==> src/rtl/bfp16_pkg.sv <==
// BFP16 field layout and helpers shared by the compare-exchange datapath.
// Keys map the sign-magnitude encoding onto an unsigned total order.
package bfp16_pkg;

    localparam int SIGN_W = 1;
    localparam int EXP_W  = 8;
    localparam int MAN_W  = 7;
    localparam int BFP_W  = SIGN_W + EXP_W + MAN_W;

    localparam logic [EXP_W-1:0] EXP_MAX = 8'hFF;

    typedef struct packed {
        logic             sign;
        logic [EXP_W-1:0] exp;
        logic [MAN_W-1:0] man;
    } bfp16_t;

    // Positive values move above all negatives; negatives invert so larger magnitude sorts lower.
    function automatic logic [BFP_W-1:0] bfp16_key(input bfp16_t x);
        logic [BFP_W-1:0] raw;
        raw = x;
        return x.sign ? ~raw : (raw ^ 16'h8000);
    endfunction

    function automatic logic is_nan(input bfp16_t x);
        return (x.exp == EXP_MAX) && (x.man != '0);
    endfunction

    function automatic logic is_zero(input bfp16_t x);
        return {x.exp, x.man} == '0;
    endfunction

endpackage

==> src/rtl/bfp16_cmp_swap_if.sv <==
// Input-pair and output-pair handshake bundle of the compare-exchange cell.
interface bfp16_cmp_swap_if #(
    parameter int TAG_W = 8
);
    logic             i_valid;
    logic             o_ready;
    logic [15:0]      i_data_a;
    logic [15:0]      i_data_b;
    logic [TAG_W-1:0] i_tag_a;
    logic [TAG_W-1:0] i_tag_b;
    logic             o_valid;
    logic             i_ready;
    logic [15:0]      o_lo;
    logic [15:0]      o_hi;
    logic [TAG_W-1:0] o_tag_lo;
    logic [TAG_W-1:0] o_tag_hi;
    logic             o_swapped;
    logic             o_equal;

    modport slave (
        input  i_valid, i_data_a, i_data_b, i_tag_a, i_tag_b, i_ready,
        output o_ready, o_valid, o_lo, o_hi, o_tag_lo, o_tag_hi, o_swapped, o_equal
    );

    modport master (
        output i_valid, i_data_a, i_data_b, i_tag_a, i_tag_b, i_ready,
        input  o_ready, o_valid, o_lo, o_hi, o_tag_lo, o_tag_hi, o_swapped, o_equal
    );
endinterface

==> src/rtl/bfp16_key_cmp.sv <==
// 16-bit key magnitude compare split into four nibble less/equal pairs.
// Index 3 is the most significant nibble.
module bfp16_key_cmp (
    input  logic [15:0] i_key_x,
    input  logic [15:0] i_key_y,
    output logic [3:0]  o_lt,
    output logic [3:0]  o_eq
);

    always_comb begin
        o_lt = '0;
        o_eq = '0;
        for (int unsigned i = 0; i < 4; i++) begin
            o_lt[i] = i_key_x[i*4 +: 4] <  i_key_y[i*4 +: 4];
            o_eq[i] = i_key_x[i*4 +: 4] == i_key_y[i*4 +: 4];
        end
    end

endmodule

==> src/rtl/bfp16_cmp_swap.sv <==
// Two-stage compare-exchange cell: S1 registers operands and nibble compares,
// S2 resolves ordering with NaN/zero rules and registers the routed pair.
module bfp16_cmp_swap
    import bfp16_pkg::*;
#(
    parameter int TAG_W   = 8,
    parameter bit DESCEND = 1'b0
) (
    input logic             i_clk,
    input logic             i_rst,
    bfp16_cmp_swap_if.slave bus
);

    logic             s1_valid_q, s1_valid_d;
    bfp16_t           s1_a_q, s1_a_d, s1_b_q, s1_b_d;
    logic [TAG_W-1:0] s1_ta_q, s1_ta_d, s1_tb_q, s1_tb_d;
    logic [3:0]       s1_lt_q, s1_lt_d, s1_eq_q, s1_eq_d;

    logic             s2_valid_q, s2_valid_d;
    logic [15:0]      lo_q, lo_d, hi_q, hi_d;
    logic [TAG_W-1:0] tlo_q, tlo_d, thi_q, thi_d;
    logic             swapped_q, swapped_d, equal_q, equal_d;

    logic             in_ready, s1_load, s2_load;
    logic [15:0]      key_a, key_b;
    logic [3:0]       nib_lt, nib_eq;
    logic             b_less_a, pair_equal;
    logic             a_nan, b_nan;

    assign key_a = bfp16_key(bus.i_data_a);
    assign key_b = bfp16_key(bus.i_data_b);

    // Compare B against A so that the nibble "less" flags directly mean b < a.
    bfp16_key_cmp u_key_cmp (
        .i_key_x (key_b),
        .i_key_y (key_a),
        .o_lt    (nib_lt),
        .o_eq    (nib_eq)
    );

    always_comb begin
        s2_load  = s1_valid_q & (~s2_valid_q | bus.i_ready);
        in_ready = ~s1_valid_q | s2_load;
        s1_load  = bus.i_valid & in_ready;
    end

    always_comb begin
        a_nan      = is_nan(s1_a_q);
        b_nan      = is_nan(s1_b_q);
        b_less_a   = s1_lt_q[3]
                   | (s1_eq_q[3] & s1_lt_q[2])
                   | (s1_eq_q[3] & s1_eq_q[2] & s1_lt_q[1])
                   | (s1_eq_q[3] & s1_eq_q[2] & s1_eq_q[1] & s1_lt_q[0]);
        pair_equal = &s1_eq_q;
        if (a_nan && b_nan) begin
            b_less_a   = 1'b0;
            pair_equal = 1'b1;
        end else if (a_nan) begin
            b_less_a   = 1'b1;
            pair_equal = 1'b0;
        end else if (b_nan) begin
            b_less_a   = 1'b0;
            pair_equal = 1'b0;
        end else if (is_zero(s1_a_q) && is_zero(s1_b_q)) begin
            b_less_a   = 1'b0;
            pair_equal = 1'b1;
        end
    end

    always_comb begin
        s1_valid_d = s1_valid_q;
        s1_a_d     = s1_a_q;
        s1_b_d     = s1_b_q;
        s1_ta_d    = s1_ta_q;
        s1_tb_d    = s1_tb_q;
        s1_lt_d    = s1_lt_q;
        s1_eq_d    = s1_eq_q;
        if (s1_load) begin
            s1_valid_d = 1'b1;
            s1_a_d     = bus.i_data_a;
            s1_b_d     = bus.i_data_b;
            s1_ta_d    = bus.i_tag_a;
            s1_tb_d    = bus.i_tag_b;
            s1_lt_d    = nib_lt;
            s1_eq_d    = nib_eq;
        end else if (s2_load) begin
            s1_valid_d = 1'b0;
        end
    end

    always_comb begin
        s2_valid_d = s2_valid_q;
        lo_d       = lo_q;
        hi_d       = hi_q;
        tlo_d      = tlo_q;
        thi_d      = thi_q;
        swapped_d  = swapped_q;
        equal_d    = equal_q;
        if (s2_load) begin
            s2_valid_d = 1'b1;
            swapped_d  = b_less_a;
            equal_d    = pair_equal;
            // Descending order is the ascending routing with the two lanes exchanged.
            if (b_less_a ^ DESCEND) begin
                lo_d  = s1_b_q;
                hi_d  = s1_a_q;
                tlo_d = s1_tb_q;
                thi_d = s1_ta_q;
            end else begin
                lo_d  = s1_a_q;
                hi_d  = s1_b_q;
                tlo_d = s1_ta_q;
                thi_d = s1_tb_q;
            end
        end else if (bus.i_ready) begin
            s2_valid_d = 1'b0;
        end
    end

    always_ff @(posedge i_clk or posedge i_rst) begin
        if (i_rst) begin
            s1_valid_q <= 1'b0;
            s1_a_q     <= '0;
            s1_b_q     <= '0;
            s1_ta_q    <= '0;
            s1_tb_q    <= '0;
            s1_lt_q    <= '0;
            s1_eq_q    <= '0;
            s2_valid_q <= 1'b0;
            lo_q       <= '0;
            hi_q       <= '0;
            tlo_q      <= '0;
            thi_q      <= '0;
            swapped_q  <= 1'b0;
            equal_q    <= 1'b0;
        end else begin
            s1_valid_q <= s1_valid_d;
            s1_a_q     <= s1_a_d;
            s1_b_q     <= s1_b_d;
            s1_ta_q    <= s1_ta_d;
            s1_tb_q    <= s1_tb_d;
            s1_lt_q    <= s1_lt_d;
            s1_eq_q    <= s1_eq_d;
            s2_valid_q <= s2_valid_d;
            lo_q       <= lo_d;
            hi_q       <= hi_d;
            tlo_q      <= tlo_d;
            thi_q      <= thi_d;
            swapped_q  <= swapped_d;
            equal_q    <= equal_d;
        end
    end

    assign bus.o_ready   = in_ready;
    assign bus.o_valid   = s2_valid_q;
    assign bus.o_lo      = lo_q;
    assign bus.o_hi      = hi_q;
    assign bus.o_tag_lo  = tlo_q;
    assign bus.o_tag_hi  = thi_q;
    assign bus.o_swapped = swapped_q;
    assign bus.o_equal   = equal_q;

endmodule

==> src/flat_wrapper.sv <==
// flat-port wrapper written by rule: the top's interface ports become plain ports
module bfp16_cmp_swap_flat import bfp16_pkg::*;
#(
    parameter int TAG_W   = 8,
    parameter bit DESCEND = 1'b0
)
  (i_clk, i_rst, bus_i_valid, bus_i_data_a, bus_i_data_b, bus_i_tag_a, bus_i_tag_b, bus_i_ready, bus_o_ready, bus_o_valid, bus_o_lo, bus_o_hi, bus_o_tag_lo, bus_o_tag_hi, bus_o_swapped, bus_o_equal);
  bfp16_cmp_swap_if #(.TAG_W(TAG_W)) bus_i ();
  input logic i_clk;
  input logic i_rst;
  input wire logic [$bits(bus_i.i_valid)-1:0] bus_i_valid;
  input wire logic [$bits(bus_i.i_data_a)-1:0] bus_i_data_a;
  input wire logic [$bits(bus_i.i_data_b)-1:0] bus_i_data_b;
  input wire logic [$bits(bus_i.i_tag_a)-1:0] bus_i_tag_a;
  input wire logic [$bits(bus_i.i_tag_b)-1:0] bus_i_tag_b;
  input wire logic [$bits(bus_i.i_ready)-1:0] bus_i_ready;
  output wire logic [$bits(bus_i.o_ready)-1:0] bus_o_ready;
  output wire logic [$bits(bus_i.o_valid)-1:0] bus_o_valid;
  output wire logic [$bits(bus_i.o_lo)-1:0] bus_o_lo;
  output wire logic [$bits(bus_i.o_hi)-1:0] bus_o_hi;
  output wire logic [$bits(bus_i.o_tag_lo)-1:0] bus_o_tag_lo;
  output wire logic [$bits(bus_i.o_tag_hi)-1:0] bus_o_tag_hi;
  output wire logic [$bits(bus_i.o_swapped)-1:0] bus_o_swapped;
  output wire logic [$bits(bus_i.o_equal)-1:0] bus_o_equal;
  assign bus_i.i_valid = bus_i_valid;
  assign bus_i.i_data_a = bus_i_data_a;
  assign bus_i.i_data_b = bus_i_data_b;
  assign bus_i.i_tag_a = bus_i_tag_a;
  assign bus_i.i_tag_b = bus_i_tag_b;
  assign bus_i.i_ready = bus_i_ready;
  assign bus_o_ready = bus_i.o_ready;
  assign bus_o_valid = bus_i.o_valid;
  assign bus_o_lo = bus_i.o_lo;
  assign bus_o_hi = bus_i.o_hi;
  assign bus_o_tag_lo = bus_i.o_tag_lo;
  assign bus_o_tag_hi = bus_i.o_tag_hi;
  assign bus_o_swapped = bus_i.o_swapped;
  assign bus_o_equal = bus_i.o_equal;
  bfp16_cmp_swap #(.TAG_W(TAG_W), .DESCEND(DESCEND)) u_core (.i_clk(i_clk), .i_rst(i_rst), .bus(bus_i));
endmodule
==> config.mk <==
export PLATFORM = sky130hd
export DESIGN_NAME = bfp16_cmp_swap_flat
export DESIGN_NICKNAME = d
export VERILOG_FILES = /design/src/rtl/bfp16_pkg.sv /design/src/rtl/bfp16_cmp_swap_if.sv /design/src/rtl/bfp16_key_cmp.sv /design/src/rtl/bfp16_cmp_swap.sv /design/src/flat_wrapper.sv
export SDC_FILE = /design/constraint.sdc
export NUM_CORES = 1
export LEC_CHECK = 0
export ABC_AREA = 1
export CORE_ASPECT_RATIO = 0.8
export CORE_MARGIN = 2
export CORE_UTILIZATION = 40
export CTS_CLUSTER_SIZE = 20
export DETAILED_ROUTE_END_ITERATION = 7
export PLACE_DENSITY = 0.63
export REMOVE_ABC_BUFFERS = 1
export SLEW_MARGIN = 10
export SYNTH_ARGS = -nofsm -noshare
export SYNTH_HDL_FRONTEND = slang
export SYNTH_SLANG_ARGS = --single-unit
==> constraint.sdc <==
create_clock -name i_clk -period 4.8 [get_ports i_clk]
set_input_delay 0.96 -clock i_clk [delete_from_list [all_inputs] [get_ports i_clk]]
set_output_delay 0.96 -clock i_clk [all_outputs]
set_load 0.01 [all_outputs]
# [After elaboration in Yosys (flattened, before gate mapping)]
# Cells that the tools add are included.
[word_totals] word_cells=75 register_bits=108 input_bits=52 out_inout_bits=52
[classes] n_eq_ne=6 bitwise=18 order_cmp=4 n_mux=18 reduce_logical=11
[ops] op="two-way mux 16 bit" n=4
[ops] op="NOT 16 bit" n=2
[ops] op="zero test 15 bit" n=2
[ops] op="== test 4 bit" n=4
[ops] op="== test 8 bit (second input constant)" n=2
[ops] op="less-than comparator 4 bit" n=4
[ops] op="two-way mux 8 bit" n=2
[ops] op="nonzero test 7 bit" n=2
[ops] op="two-way mux 1 bit" n=12
[ops] op="AND 1 bit" n=7
[ops] op="OR 1 bit" n=5
[ops] op="logical AND 1 bit" n=4
[ops] op="NOT 1 bit" n=4
[ops] op="AND reduction 4 bit" n=1
[ops] op="nonzero test 2 bit" n=2

# [Logic depth before layout (Yosys ltp)]
[depth] word_depth=9 depth_mapped=13 depth_no_buf=11

# [Hierarchy]
# A second synthesis with hierarchy kept.
[unflattened] cells_unflattened=736 area_unflattened_um2=5705.5
[by_module_without_submodules] module="bfp16_cmp_swap" seq_area_each_um2=2702.6 area_each_um2=5235.0 instances=1 cells_each=656
[by_module_without_submodules] module="bfp16_key_cmp" seq_area_each_um2=0.0 area_each_um2=470.5 instances=1 cells_each=80

# [Least setup slack after synthesis]
# Ideal clock, no wire load.
[synth_path] path_type="input-to-reg" startpoint="input port bus_i_data_a[15]" endpoint="register u_core.s1_lt_q[3]" setup_slack_ns=2.395 t_arrival_ns=2.274 setup_ns=0.131 cell_stages=7 n_path_buf=2 required_ns=4.669 cell_sequence="clkbuf_1 > buf_2 > xnor2_1 > ha_1 > nand3_1 > o2111ai_1 > o21ai_0"
[synth_via] elab_chain_cells=3 elab_cells_between_ends=4 cone_classes="order compare (1); mux (1); bitwise (2)"
[synth_lines] item="start, declared" line="flat_wrapper.sv:12" rtl="input wire logic [$bits(bus_i.i_data_a)-1:0] bus_i_data_a;"
[synth_lines] item="NOT 1 bit (no source line) / NOT 16 bit (equally long branches)"
[synth_lines] item="two-way mux 16 bit *" line="bfp16_pkg.sv:22" rtl="return x.sign ? ~raw : (raw ^ 16'h8000);"
[synth_lines] item="less-than comparator 4 bit *" line="bfp16_key_cmp.sv:14" rtl="o_lt[i] = i_key_x[i*4 +: 4] < i_key_y[i*4 +: 4];"
[synth_lines] item="end signal, assigned" line="bfp16_cmp_swap.sv:142" rtl="s1_lt_q <= s1_lt_d;"
[synth_lines] item="end, declared" line="bfp16_cmp_swap.sv:17" rtl="logic [3:0] s1_lt_q, s1_lt_d, s1_eq_q, s1_eq_d;"
# Every way passes the cells marked *; elsewhere a longest branch is shown, timed or not.
# A chain may end at the register's enable or synchronous reset.

# [Worst setup path in the final report]
[layout_path] startpoint="input port bus_i_ready" endpoint="output port bus_o_ready"
[layout_via] elab_chain_cells=3
[layout_lines] item="start, declared" line="flat_wrapper.sv:16" rtl="input wire logic [$bits(bus_i.i_ready)-1:0] bus_i_ready;"
[layout_lines] item="OR 1 bit" line="bfp16_cmp_swap.sv:42" rtl="s2_load = s1_valid_q & (~s2_valid_q | bus.i_ready);"
[layout_lines] item="AND 1 bit" line="bfp16_cmp_swap.sv:42"
[layout_lines] item="OR 1 bit" line="bfp16_cmp_swap.sv:43" rtl="in_ready = ~s1_valid_q | s2_load;"
[layout_lines] item="end, declared" line="flat_wrapper.sv:17" rtl="output wire logic [$bits(bus_i.o_ready)-1:0] bus_o_ready;"
# No other way between the ends.

==> metrics.txt <==
hold path depth=2; largest area contributor in the netlist=dfrtp_1; max-cap violations=0; CORE AREA=around 14000 um2; r2r endpoint=u_core.bus.o_tag_lo[7]; setup slack, reg-to-reg=2630 ps; crit share post-route=64.49%; final setup violation count=0; Slew @ Worst Pin=1028 ps; num rows=38; most used cell, CP=clkdlybuf4s50_1; Hold Crit Class=reg2reg; IO buf count=approximately 100; vias in the first global route=4490; Critical Path, Cell by Cell=clkdlybuf4s50_1, inv_1, nand3_1, clkdlybuf4s50_1; RSZ-0062 raised after global routing=no; H-tree levels=3; synth top area cells=dfrtp_1 49%, nand2_1 16%, nand3_1 9.5%; min Tclk post-route=3096 ps; post-route ant nets=0; gr usage total=20.15%; slowest CP cell=clkdlybuf4s50_1; die width=135.4 um; n_diodes=0; Max Root-Sink Buffers=2; gp weighted congestion=around 0.84; post-synthesis cell count=700; TritonRoute pass-1 iters=4; Final Skew=7.273 ps; Resize count post-CTS=0; WL per Instance=about 15 um; pwr dens=447.7 nW/um2; syn_area_per_cell=roughly 7.9 um2; CP Data Required Time=3840 ps; share of the synthesized area in the top cell type=48.89%; CTS Root Cell=clkbuf_16; Post-CTS Setup Bufs=0; Netlist cell types=24; slowest stage delay, CP=around 560 ps; Crit path arrival time=2140 ps; Post-DP HPWL=9793 um; routing usage on met2=31.33%; Initial DRC Count=297; CTS Buf Count=9; layout net count=851; initial core utilization=40.79%; M1 GR Usage=just under 30%; final non-filler cell area=6904 um2; I/O Pins=104; CTS tree=yes; gr busiest metal=met2; gr ovfl total=0; reg2reg start=u_core.s1_b_q[6]; met3 Use GR=4.556%; Placed Cells=952; Setup TNS=0 ps; flops & latches, synth=108; WHS Endpoint=u_core.bus.o_hi[3]; pin count of the biggest net entering global routing=50; drt via density=about 5; Die Y-Extent=109.1 um; final std cells w/o fill=967; worst hold slack=478.6 ps; fill count=1301; fin. max-slew vios=0; final hold viol count=0; final WL=14100 um; initial antenna violation count=0; Worst-Skew Late Latency=350 ps; maximum clock rate=323.0 MHz; Max VDD drop=270.5 uV; layout cells sized above 1=~6.4%; critical path endpoint category=output port; CTS Sinks=108; Max Fanout on Critical Path=3; mapped cell area=5528 um2; P&R area growth vs syn=24.90%; first-pass GRT wire length=23070 um; die area=between 10000 and 15000 um2; worst hold start=u_core.bus.o_hi[3]; Warnings, synthesis=0; count of hold-fix buffers inserted at cts=0; Reg clk slew, reported paths=60 ps; drt drc=0; final worst setup slack=1704 ps; status=completed; Slew HR=31.26%; register area share after synthesis=48.89%; cell area after placement=6651 um2; DP Worst Slack=1613 ps; FF-to-FF path depth=10; startpoint types=input port; Worst Path Class, Setup=in2out; Vias=about 4700; most frequent cells in the layout=237 x nand2_1, 108 x dfrtp_1, 105 x nand3_1, 103 x clkdlybuf4s50_1, 59 x o21ai_0; leading cell type in the layout, fill and taps excluded=nand2_1; Leak=around 3.3 nW
==> flip-flops by register name, summed over array words and instances, names as in the netlist <==
name	flops
u_core.bus.o_hi	16
u_core.bus.o_lo	16
u_core.s1_a_q	16
u_core.s1_b_q	16
u_core.bus.o_tag_hi	8
u_core.bus.o_tag_lo	8
u_core.s1_ta_q	8
u_core.s1_tb_q	8
u_core.s1_eq_q	4
u_core.s1_lt_q	4
u_core.bus.o_equal	1
u_core.bus.o_swapped	1
u_core.bus.o_valid	1
u_core.s1_valid_q	1
==> cell usage after synthesis, drive strengths merged <==
master,instances
nand4,3
dfrtp,108
nor3,4
ha,16
o2111ai,1
xor2,15
o211ai,1
clkbuf,19
xnor2,15
a21oi,7
nor2,23
inv,61
nand3,105
a31oi,1
buf,21
o21ai,59
nand2,241
==> logic make-up (layout without fill, tap and decap cells) <==
logic type / after synthesis / count (layout) / share of synthesized area [%]
simple gates: 376 / 376 / 28.50
fa+ha+maj: 16 / 16 / 3.622
compound gates: 69 / 69 / 6.383
buf+inv: 101 / 188 / 7.854
flops: 108 / 108 / 48.89
xor+xnor: 30 / 30 / 4.753
==> area by class of cell <==
type | instances | area, um2 | share of cell area, %
Timing Repair Buffer | 112 | 1099 | 15.91
Inverter | 61 | 231.5 | 3.353
Clock inverter | 2 | 12.51 | 0.1812
Clock buffer | 13 | 240.2 | 3.480
Multi-Input combinational cell | 491 | 2394 | 34.67
Sequential cell | 108 | 2703 | 39.14
Tap cell | 180 | 225.2 | 3.262
==> per-stage QoR <==
step,power (mW),utilization [%]
after global routing,3.316,50.95
after global placement,2.412,49.09
after floorplan,1.862,-
after CTS,3.121,50.95
final,3.091,50.95
after detailed placement,2.441,49.09
==> per-layer routing <==
metal / wire (um) / vias to the layer above
li1: - / 2386
met1: 6946 / 2235
met2: 6256 / 112
met3: 783 / 10
met4: 118 / 0
met5: 0 / -
==> critical path, delay by kind of cell <==
family,cells,cell delay [ps]
buf+inv,3,1060
simple gates,1,110
==> worst max path at each step <==
| stage | to | slack [ps] | start | depth (start not counted) |
|---|---|---|---|---|
| final | bus_o_ready | 1700 | bus_i_ready | 4 |
| after detailed placement | u_core.s1_lt_q[1] | 1610 | bus_i_data_b[15] | 6 |
| after floorplan | u_core.bus.o_equal | 990 | i_rst | 1 |
| after global routing | bus_o_ready | 1620 | bus_i_ready | 4 |
| after global placement | u_core.s1_lt_q[1] | 1670 | bus_i_data_a[15] | 6 |
| after CTS | bus_o_ready | 1710 | bus_i_ready | 4 |
==> power breakdown <==
group	switching, mW	internal, mW
Sequential	0.129	1.15
Clock	0.322	0.349
Combinational	0.601	0.538
Note: power is estimated with default switching activity, not from simulation.
